### config.mk
export PLATFORM = sky130hd
export DESIGN_NAME = pb_debounce_counter_multi
export DESIGN_NICKNAME = d
export VERILOG_FILES = /design/src/rtl/pb_pkg.sv /design/src/rtl/pb_debounce_ch.sv /design/src/rtl/pb_debounce_counter_multi.sv
export SDC_FILE = /design/constraint.sdc
export NUM_CORES = 1
export LEC_CHECK = 0
export CAP_MARGIN = 20
export CORE_UTILIZATION = 45
export CTS_BUF_LIST = sky130_fd_sc_hd__clkbuf_8
export CTS_CLUSTER_DIAMETER = 150
export DETAILED_ROUTE_END_ITERATION = 10
export HOLD_SLACK_MARGIN = 0.15
export PLACE_DENSITY = 0.75
export SKIP_CTS_REPAIR_TIMING = 1
export SYNTH_ARGS = -nofsm -noshare
export SYNTH_HDL_FRONTEND = slang
export SYNTH_SLANG_ARGS = --single-unit
### constraint.sdc
create_clock -name clk -period 3.5 [get_ports clk]
set_clock_uncertainty 0.05 [all_clocks]
set_input_delay 0.525 -clock clk [delete_from_list [all_inputs] [get_ports clk]]
set_output_delay 0.525 -clock clk [all_outputs]
set_load 0.005 [all_outputs]
### src/rtl/pb_pkg.sv
// Shared constants and encodings for the multi-channel push-button debounce/counter block.
// Holds default timings, count-direction encodings and the per-channel counter operation type.
package pb_pkg;

    // Default debounce window: 1 ms at 50 MHz.
    localparam int unsigned DEF_STABLE_CYCLES = 50000;
    localparam int unsigned DEF_REPEAT_CYCLES = 0;

    localparam logic MODE_UP   = 1'b0;
    localparam logic MODE_DOWN = 1'b1;

    typedef enum logic [1:0] {
        OP_HOLD = 2'd0,
        OP_INC  = 2'd1,
        OP_DEC  = 2'd2,
        OP_CLR  = 2'd3
    } cnt_op_e;

endpackage

### src/rtl/pb_debounce_ch.sv
// One push-button channel: 2-FF synchronizer, debounce timer, registered edge pulses and
// an optional hold-to-auto-repeat timer. The step output marks every cycle a count should occur.
module pb_debounce_ch
    import pb_pkg::*;
#(
    parameter int unsigned DB_W          = 16,
    parameter int unsigned STABLE_CYCLES = DEF_STABLE_CYCLES,
    parameter int unsigned RPT_W         = 24,
    parameter int unsigned REPEAT_CYCLES = DEF_REPEAT_CYCLES,
    parameter bit          ACTIVE_LOW    = 1'b1
) (
    input  logic clk,
    input  logic rst_n,
    input  logic pb,
    output logic state,
    output logic down,
    output logic up,
    output logic step
);

    localparam logic [DB_W-1:0] DB_LAST = DB_W'(STABLE_CYCLES - 1);

    logic            pressed_raw;
    logic            sync1_reg;
    logic            sync2_reg;
    logic [DB_W-1:0] db_timer_reg;
    logic [DB_W-1:0] db_timer_next;
    logic            state_reg;
    logic            state_next;
    logic            down_reg;
    logic            down_next;
    logic            up_reg;
    logic            up_next;
    logic            flip;
    logic            rpt_tick;

    assign pressed_raw = ACTIVE_LOW ? ~pb : pb;

    // Any disagreement restarts nothing; only an unbroken run of disagreement flips the state.
    always_comb begin
        db_timer_next = '0;
        state_next    = state_reg;
        flip          = 1'b0;
        if (sync2_reg != state_reg) begin
            if (db_timer_reg == DB_LAST) begin
                flip       = 1'b1;
                state_next = ~state_reg;
            end else begin
                db_timer_next = db_timer_reg + DB_W'(1);
            end
        end
    end

    always_comb begin
        down_next = flip & ~state_reg;
        up_next   = flip & state_reg;
    end

    always_ff @(posedge clk) begin
        if (!rst_n) begin
            sync1_reg    <= 1'b0;
            sync2_reg    <= 1'b0;
            db_timer_reg <= '0;
            state_reg    <= 1'b0;
            down_reg     <= 1'b0;
            up_reg       <= 1'b0;
        end else begin
            sync1_reg    <= pressed_raw;
            sync2_reg    <= sync1_reg;
            db_timer_reg <= db_timer_next;
            state_reg    <= state_next;
            down_reg     <= down_next;
            up_reg       <= up_next;
        end
    end

    generate
        if (REPEAT_CYCLES > 0) begin : g_rpt
            localparam logic [RPT_W-1:0] RPT_LAST = RPT_W'(REPEAT_CYCLES - 1);

            logic [RPT_W-1:0] rpt_timer_reg;
            logic [RPT_W-1:0] rpt_timer_next;

            // Cleared in the press cycle so repeats land exactly REPEAT_CYCLES apart from it.
            always_comb begin
                rpt_timer_next = '0;
                if (state_reg && !down_reg && (rpt_timer_reg != RPT_LAST)) begin
                    rpt_timer_next = rpt_timer_reg + RPT_W'(1);
                end
            end

            assign rpt_tick = state_reg & ~down_reg & (rpt_timer_reg == RPT_LAST);

            always_ff @(posedge clk) begin
                if (!rst_n) begin
                    rpt_timer_reg <= '0;
                end else begin
                    rpt_timer_reg <= rpt_timer_next;
                end
            end
        end else begin : g_no_rpt
            assign rpt_tick = 1'b0;
        end
    endgenerate

    assign state = state_reg;
    assign down  = down_reg;
    assign up    = up_reg;
    assign step  = down_reg | rpt_tick;

endmodule

### src/rtl/pb_debounce_counter_multi.sv
// NCH independent debounced push buttons, each driving an up/down press counter with
// clear priority and selectable wrap or saturate behaviour.
module pb_debounce_counter_multi
    import pb_pkg::*;
#(
    parameter int unsigned NCH           = 4,
    parameter int unsigned Y_W           = 8,
    parameter int unsigned DB_W          = 16,
    parameter int unsigned STABLE_CYCLES = DEF_STABLE_CYCLES,
    parameter int unsigned RPT_W         = 24,
    parameter int unsigned REPEAT_CYCLES = DEF_REPEAT_CYCLES,
    parameter int unsigned SATURATE      = 0,
    parameter bit          ACTIVE_LOW    = 1'b1
) (
    input  logic               clk,
    input  logic               rst_n,
    input  logic [NCH-1:0]     pb,
    input  logic [NCH-1:0]     mode,
    input  logic [NCH-1:0]     clr,
    output logic [NCH-1:0]     pb_state,
    output logic [NCH-1:0]     pb_down,
    output logic [NCH-1:0]     pb_up,
    output logic [NCH*Y_W-1:0] Y
);

    localparam bit             SAT_EN = (SATURATE != 0);
    localparam logic [Y_W-1:0] Y_MAX  = '1;
    localparam logic [Y_W-1:0] Y_MIN  = '0;

    logic [NCH-1:0] step;

    generate
        for (genvar gi = 0; gi < NCH; gi++) begin : g_ch
            cnt_op_e        op;
            logic [Y_W-1:0] cnt_reg;
            logic [Y_W-1:0] cnt_next;

            pb_debounce_ch #(
                .DB_W          (DB_W),
                .STABLE_CYCLES (STABLE_CYCLES),
                .RPT_W         (RPT_W),
                .REPEAT_CYCLES (REPEAT_CYCLES),
                .ACTIVE_LOW    (ACTIVE_LOW)
            ) u_ch (
                .clk   (clk),
                .rst_n (rst_n),
                .pb    (pb[gi]),
                .state (pb_state[gi]),
                .down  (pb_down[gi]),
                .up    (pb_up[gi]),
                .step  (step[gi])
            );

            // Clear wins over a coincident step, which is simply lost.
            always_comb begin
                op = OP_HOLD;
                if (clr[gi]) begin
                    op = OP_CLR;
                end else if (step[gi]) begin
                    op = (mode[gi] == MODE_DOWN) ? OP_DEC : OP_INC;
                end
            end

            always_comb begin
                cnt_next = cnt_reg;
                unique case (op)
                    OP_CLR:  cnt_next = '0;
                    OP_INC:  cnt_next = (SAT_EN && (cnt_reg == Y_MAX)) ? cnt_reg
                                                                        : cnt_reg + Y_W'(1);
                    OP_DEC:  cnt_next = (SAT_EN && (cnt_reg == Y_MIN)) ? cnt_reg
                                                                        : cnt_reg - Y_W'(1);
                    default: cnt_next = cnt_reg;
                endcase
            end

            always_ff @(posedge clk) begin
                if (!rst_n) begin
                    cnt_reg <= '0;
                end else begin
                    cnt_reg <= cnt_next;
                end
            end

            assign Y[gi*Y_W +: Y_W] = cnt_reg;
        end
    endgenerate

endmodule
; Word-level counts from Yosys, hierarchy flattened
; Cells that the tools add are included.
[op_classes]
n_addsub = 12
eq_ne = 20
mux = 24
n_bitwise = 21
reduce_logical = 12
[op_table]
columns = operator, count
row1 = case mux 8 bit (3 select lines), 4
row2 = "adder 16 x 1 -> 16 bit, second input constant", 4
row3 = "== test 16 bit, second input constant", 4
row4 = "adder 8 x 1 -> 8 bit, second input constant", 4
row5 = "subtractor 8 x 1 -> 8 bit, second input constant", 4
row6 = 2-to-1 mux 2 bit, 12
row7 = "== test 2 bit, second input constant", 8
row8 = inverter 1 bit, 13
row9 = nonzero test 3 bit, 4
row10 = OR reduction 3 bit, 4
row11 = bitwise AND 1 bit, 8
row12 = "== test 2 x 1 -> 1 bit, second input constant", 4
row13 = 2-to-1 mux 1 bit, 8
row14 = AND reduction 2 bit, 4
row15 = != test 1 bit, 4
[word_totals]
register_bits = 116
inputBits = 14

; Depth between registers and ports, before layout
; Gate-level depths: netlist of run 1.
[depth]
depth_word = 5
ltp_mapped = 12
depth_no_buf = 11

; Cells and area by module
; Synthesis of run 1 repeated with hierarchy kept, for this count alone.
[hier_totals]
cells_unflattened = 702
hier_area_um2 = 6498.7
[modules_own_cells]
columns = mod, n_inst, cells_each, area_each_um2
row1 = pb_debounce_ch, 4, 94, 972.2
row2 = pb_debounce_counter_multi, 1, 326, 2610.0

; Worst setup path before layout of run 1
; OpenSTA, ideal clock, no wires.
[synth_timing]
path_type = input to register
from = input port mode[0]
to = register g_ch[0].cnt_reg[7]
setup_time_ps = 59
t_arrival_ps = 2548
required_time_ps = 3391
path_slack_ps = 843
cell_stages = 10
path_cell_list = inv_1 a21oi_1 ha_1 ha_1 buf_1 a21oi_1 o2111a_1 a2111o_1 a2111oi_2 o31a_1
[synth_via]
elab_chain_cells = 5
elab_cells_between_ends = 8
classes_between = eq/ne: 3 / mux: 4 / reduce/logical: 1
[synth_lines]
columns = item, line_no
row1 = from (decl), pb_debounce_counter_multi.sv:18  ; input logic [NCH-1:0] mode,
row2 = 2-to-1 mux 2 bit (*), pb_debounce_counter_multi.sv:60  ; op = (mode[gi] == MODE_DOWN) ? OP_DEC : OP_INC;
row3 = 2-to-1 mux 2 bit (*), pb_debounce_counter_multi.sv:59  ; end else if (step[gi]) begin
row4 = 2-to-1 mux 2 bit (*), pb_debounce_counter_multi.sv:57  ; if (clr[gi]) begin
row5 = == test 2 bit / == test 2 x 1 -> 1 bit (equally long branches), pb_debounce_counter_multi.sv:66  ; unique case (op)
row6 = case mux 8 bit (3 select lines) / nonzero test 3 bit (equally long branches), n/a
row7 = to (signal assigned), pb_debounce_counter_multi.sv:80  ; cnt_reg <= cnt_next;
row8 = to (decl), pb_debounce_counter_multi.sv:35  ; logic [Y_W-1:0] cnt_reg;
; Mark *: on every way between the ends. The rest lies on a longest branch, timed or not.
; A chain may end at the register's enable or synchronous reset.

; Final worst setup path of run 1
; Same ends and word-level chain as after synthesis.

==> results of run 1 <==
==> stage by stage <==
step | instances | power [mW] | hold slack, ps
4_1_cts | 946 | 2.874 | 388.8
5_1_grt | 946 | 2.958 | 416.5
2_1_floorplan | 709 | 1.455 | 361.9
3_3_place_gp | 915 | 1.506 | 368.2
3_5_place_dp | 915 | 1.511 | 370.2
6_report | 946 | 2.849 | 387.9
==> Yosys cell counts, types with 2 or more instances <==
| cell | n | share of area |
|---|---|---|
| a21o_1 | 3 | 0.0038 |
| nor4_1 | 6 | 0.0063 |
| and4_1 | 3 | 0.0044 |
| clkbuf_1 | 13 | 0.0082 |
| a21oi_1 | 30 | 0.025 |
| nand3b_1 | 2 | 0.0025 |
| o21ai_0 | 22 | 0.019 |
| inv_1 | 30 | 0.019 |
| nand4b_1 | 4 | 0.0059 |
| dfxtp_1 | 116 | 0.39 |
| mux2i_1 | 14 | 0.024 |
| xor2_1 | 47 | 0.069 |
| and2_2 | 2 | 0.0025 |
| and3_1 | 16 | 0.017 |
| a31o_2 | 3 | 0.0044 |
| o211ai_1 | 2 | 0.0025 |
| buf_2 | 4 | 0.0034 |
| nor2_1 | 128 | 0.081 |
| mux2_2 | 2 | 0.0038 |
| a211oi_1 | 4 | 0.0050 |
| nand4_1 | 16 | 0.017 |
| nor3_1 | 10 | 0.0084 |
| buf_4 | 12 | 0.015 |
| nand2b_1 | 10 | 0.011 |
| ha_1 | 19 | 0.040 |
| nand3_1 | 36 | 0.030 |
| xnor2_1 | 35 | 0.052 |
| maj3_1 | 5 | 0.0084 |
| or2_2 | 3 | 0.0032 |
| a211o_1 | 2 | 0.0029 |
| o31a_1 | 2 | 0.0029 |
| o31ai_1 | 2 | 0.0025 |
| o22ai_1 | 2 | 0.0021 |
| and2_1 | 5 | 0.0053 |
| buf_6 | 2 | 0.0038 |
| o32ai_1 | 2 | 0.0029 |
| nand2_1 | 46 | 0.029 |
| nor3b_1 | 7 | 0.0088 |
| o221ai_1 | 2 | 0.0029 |
| buf_1 | 2 | 0.0013 |
| a31oi_1 | 5 | 0.0053 |
| o21a_1 | 2 | 0.0025 |
| a22oi_1 | 2 | 0.0025 |
| or3_1 | 6 | 0.0063 |
==> cell families (layout without fill, tap and decap cells) <==
logic type,after synthesis,count (layout)
AO/OA/AOI/OAI,96,96
AND/OR/NAND/NOR,310,310
adder cells (fa/ha/maj),24,24
XOR/XNOR,82,82
flip-flops,116,116
buffers and inverters,65,130
multiplexers,16,16
==> power by group <==
group | total [mW] | switching (mW) | internal [mW]
Clock | 1.37 | 0.525 | 0.842
Sequential | 1.34 | 0.0132 | 1.33
Combinational | 0.138 | 0.0759 | 0.0623
==> layout make-up <==
| class | count | share of cell area |
|---|---|---|
| multi-input cells | 528 | 0.4694 |
| flip-flops and latches | 116 | 0.3288 |
| repair buffers | 67 | 0.09141 |
| clock buffers | 21 | 0.04092 |
| well taps | 172 | 0.03047 |
| clock inverters | 10 | 0.02197 |
| inverters | 32 | 0.01701 |
==> worst max-delay path: stages <==
cell	delay (ps)
clkdlybuf4s50_1	480
inv_1	40
a21oi_1	310
ha_1	350
and4b_1	250
o41ai_2	490
o2111a_1	290
o21ai_2	70
and4b_2	210
o31a_1	220
==> worst max path at each step <==
stage	end	slack, ps	cells past startpoint
2_1_floorplan	g_ch[0].cnt_reg[7]	840	10
3_3_place_gp	g_ch[0].cnt_reg[7]	200	10
3_5_place_dp	g_ch[0].cnt_reg[7]	60	10
4_1_cts	g_ch[0].cnt_reg[7]	530	10
5_1_grt	g_ch[0].cnt_reg[7]	370	10
6_report	g_ch[0].cnt_reg[7]	510	10
==> layer usage <==
layer  share of wire  up-vias  track usage
li1                -     2534            -
met1            0.46     2396       0.2268
met2            0.49      114       0.3499
met3           0.034       22      0.04686
met4           0.022        0      0.09114
met5               0        -            0
==> results.md, run 1 <==
* RR Endpoint: g_ch[0].cnt_reg[7]
* Largest register FFs at 64
* WL final at 12,740 um
* Vias/cell at 5.355
* NumNets Final at 795
* WS Path Type: primary input to flop
* Setup WS post-layout at 508.7 ps
* Clk pin slew, worst setup/hold paths at 60 ps
* Multi-input logic area at 0.003316 mm^2
* H-Tree Level Count at 4
* Asr flop ratio synth at 0
* Antenna-violating nets left at 0
* Worst-skew pair later-pin latency at 430 ps
* Commonest non-fill, non-tap cell in the layout: nor2_1
* Net Count, Synth at 742
* Largest family of logic cells by synthesized area: simple AND/OR/NAND/NOR gates
* Worst setup EP type: flop
* Top Ports at 58
* Number of setup violations in the final report at 0
* Total GRT Usage at 0.1982
* Worst Path Required at 3760 ps
* Max clock buf depth at 2
* Fin crit period at 2991 ps
* Fillcell total at 1,109
* Worst Hold Class: flop to flop
* Actual slew at the worst max-slew pin at 593.0 ps
* CTS Buf Count at 17
* Hold path start: g_ch[1].u_ch.sync1_reg
* Primary FF master, synth: dfxtp_1
* Area Growth Syn to Fin at 18.77%
* First-pass GRT wire length at 21,360 um
* Max transition margin at 0.6036
* Dpl cell area at 0.006619 mm^2
* Reg2Reg Setup Slack at 820 ps
* CP Launch Point: mode[0]
* Mapped Area at 0.005947 mm^2
* WP data arrival at 3260 ps
* Leak at 2.596 nW
* Diode count at 0
* DRC viols at 0
* Worst-path maximum fanout at 7
* Synth Instances at 709
* Final hold vios at 0
* Die area at 0.01368 mm^2
* GRT overflow at 0
* Multiplexer area fraction after synthesis at 0.02735
* Max-Cap Viols at 0
* Compound-gate portion of the synthesized area at 0.1054
* Pwr dens at 403.4 mW/mm^2
* Register bit count reported by yosys at 116
* Post-Synth Adder-Cell Area at 0.04839
* Synthesis Warnings at 0
* GPL Wtd Cong at 0.8500
* Initial core utilization at 0.4656
* Hold EP: g_ch[1].u_ch.sync2_reg
* HPWL Detailed at 9251 um
* Pre-CTS WS at 62.82 ps
* I/O Buffers at 57
* Core Area at 0.01277 mm^2
* Startpoint types: primary input
* RSZ-0062 raised after global routing: false
* Via count at 5,066
* Max-slew violation count at 0
* Setup TNS at 0 ps
* Initial DRC count at 322
* Distinct cells, synth at 67
* Status: completed
* Maximum VDD drop at 257.1 uV
* Fmax at 0.3343 GHz
* Hold Path Cell Cnt at 1
* Syn avg cell area at 8.388 um^2
* Largest net degree at the start of global routing at 17
* Final Cycle Share at 0.8547
* Reg2Reg Depth at 8
* Post-synth EDFFs at 0
* Most frequent cells in the layout: nor2_1 (128), dfxtp_1 (116), clkdlybuf4s50_1 (57)
* CTS tree: done
* Root buffer cell: clkbuf_8
* Layout cells sized above 1 at 0.07235
* First drt pass iteration count at 5
* Seq/Total Area, Yosys at 0.3905
* Initial antenna violation count at 0
* Die H at 117.0 um
* CTS sink cnt at 116
* Die X at 117.0 um
* Worst r2r src: g_ch[0].u_ch.down
* FP Rows at 41
* FF/Latch Area at 0.002322 mm^2
* Vias in the first global route at 4,787
* XOR/XNOR Fraction of Synth Area at 0.1208
* Simple-gate share of the synthesized area at 0.2556
* WL/cell at 13.47 um
* Final instance area at 0.007063 mm^2
* Core Util, Final at 0.5529
Note: power is estimated with default switching activity, not from simulation.
==> inputs of run 2 (changes only) <==
Settings changed: CAP_MARGIN 20 to 15.
==> results of run 2 <==
No change in the layout: final DEF, timing and power equal those of run 1.
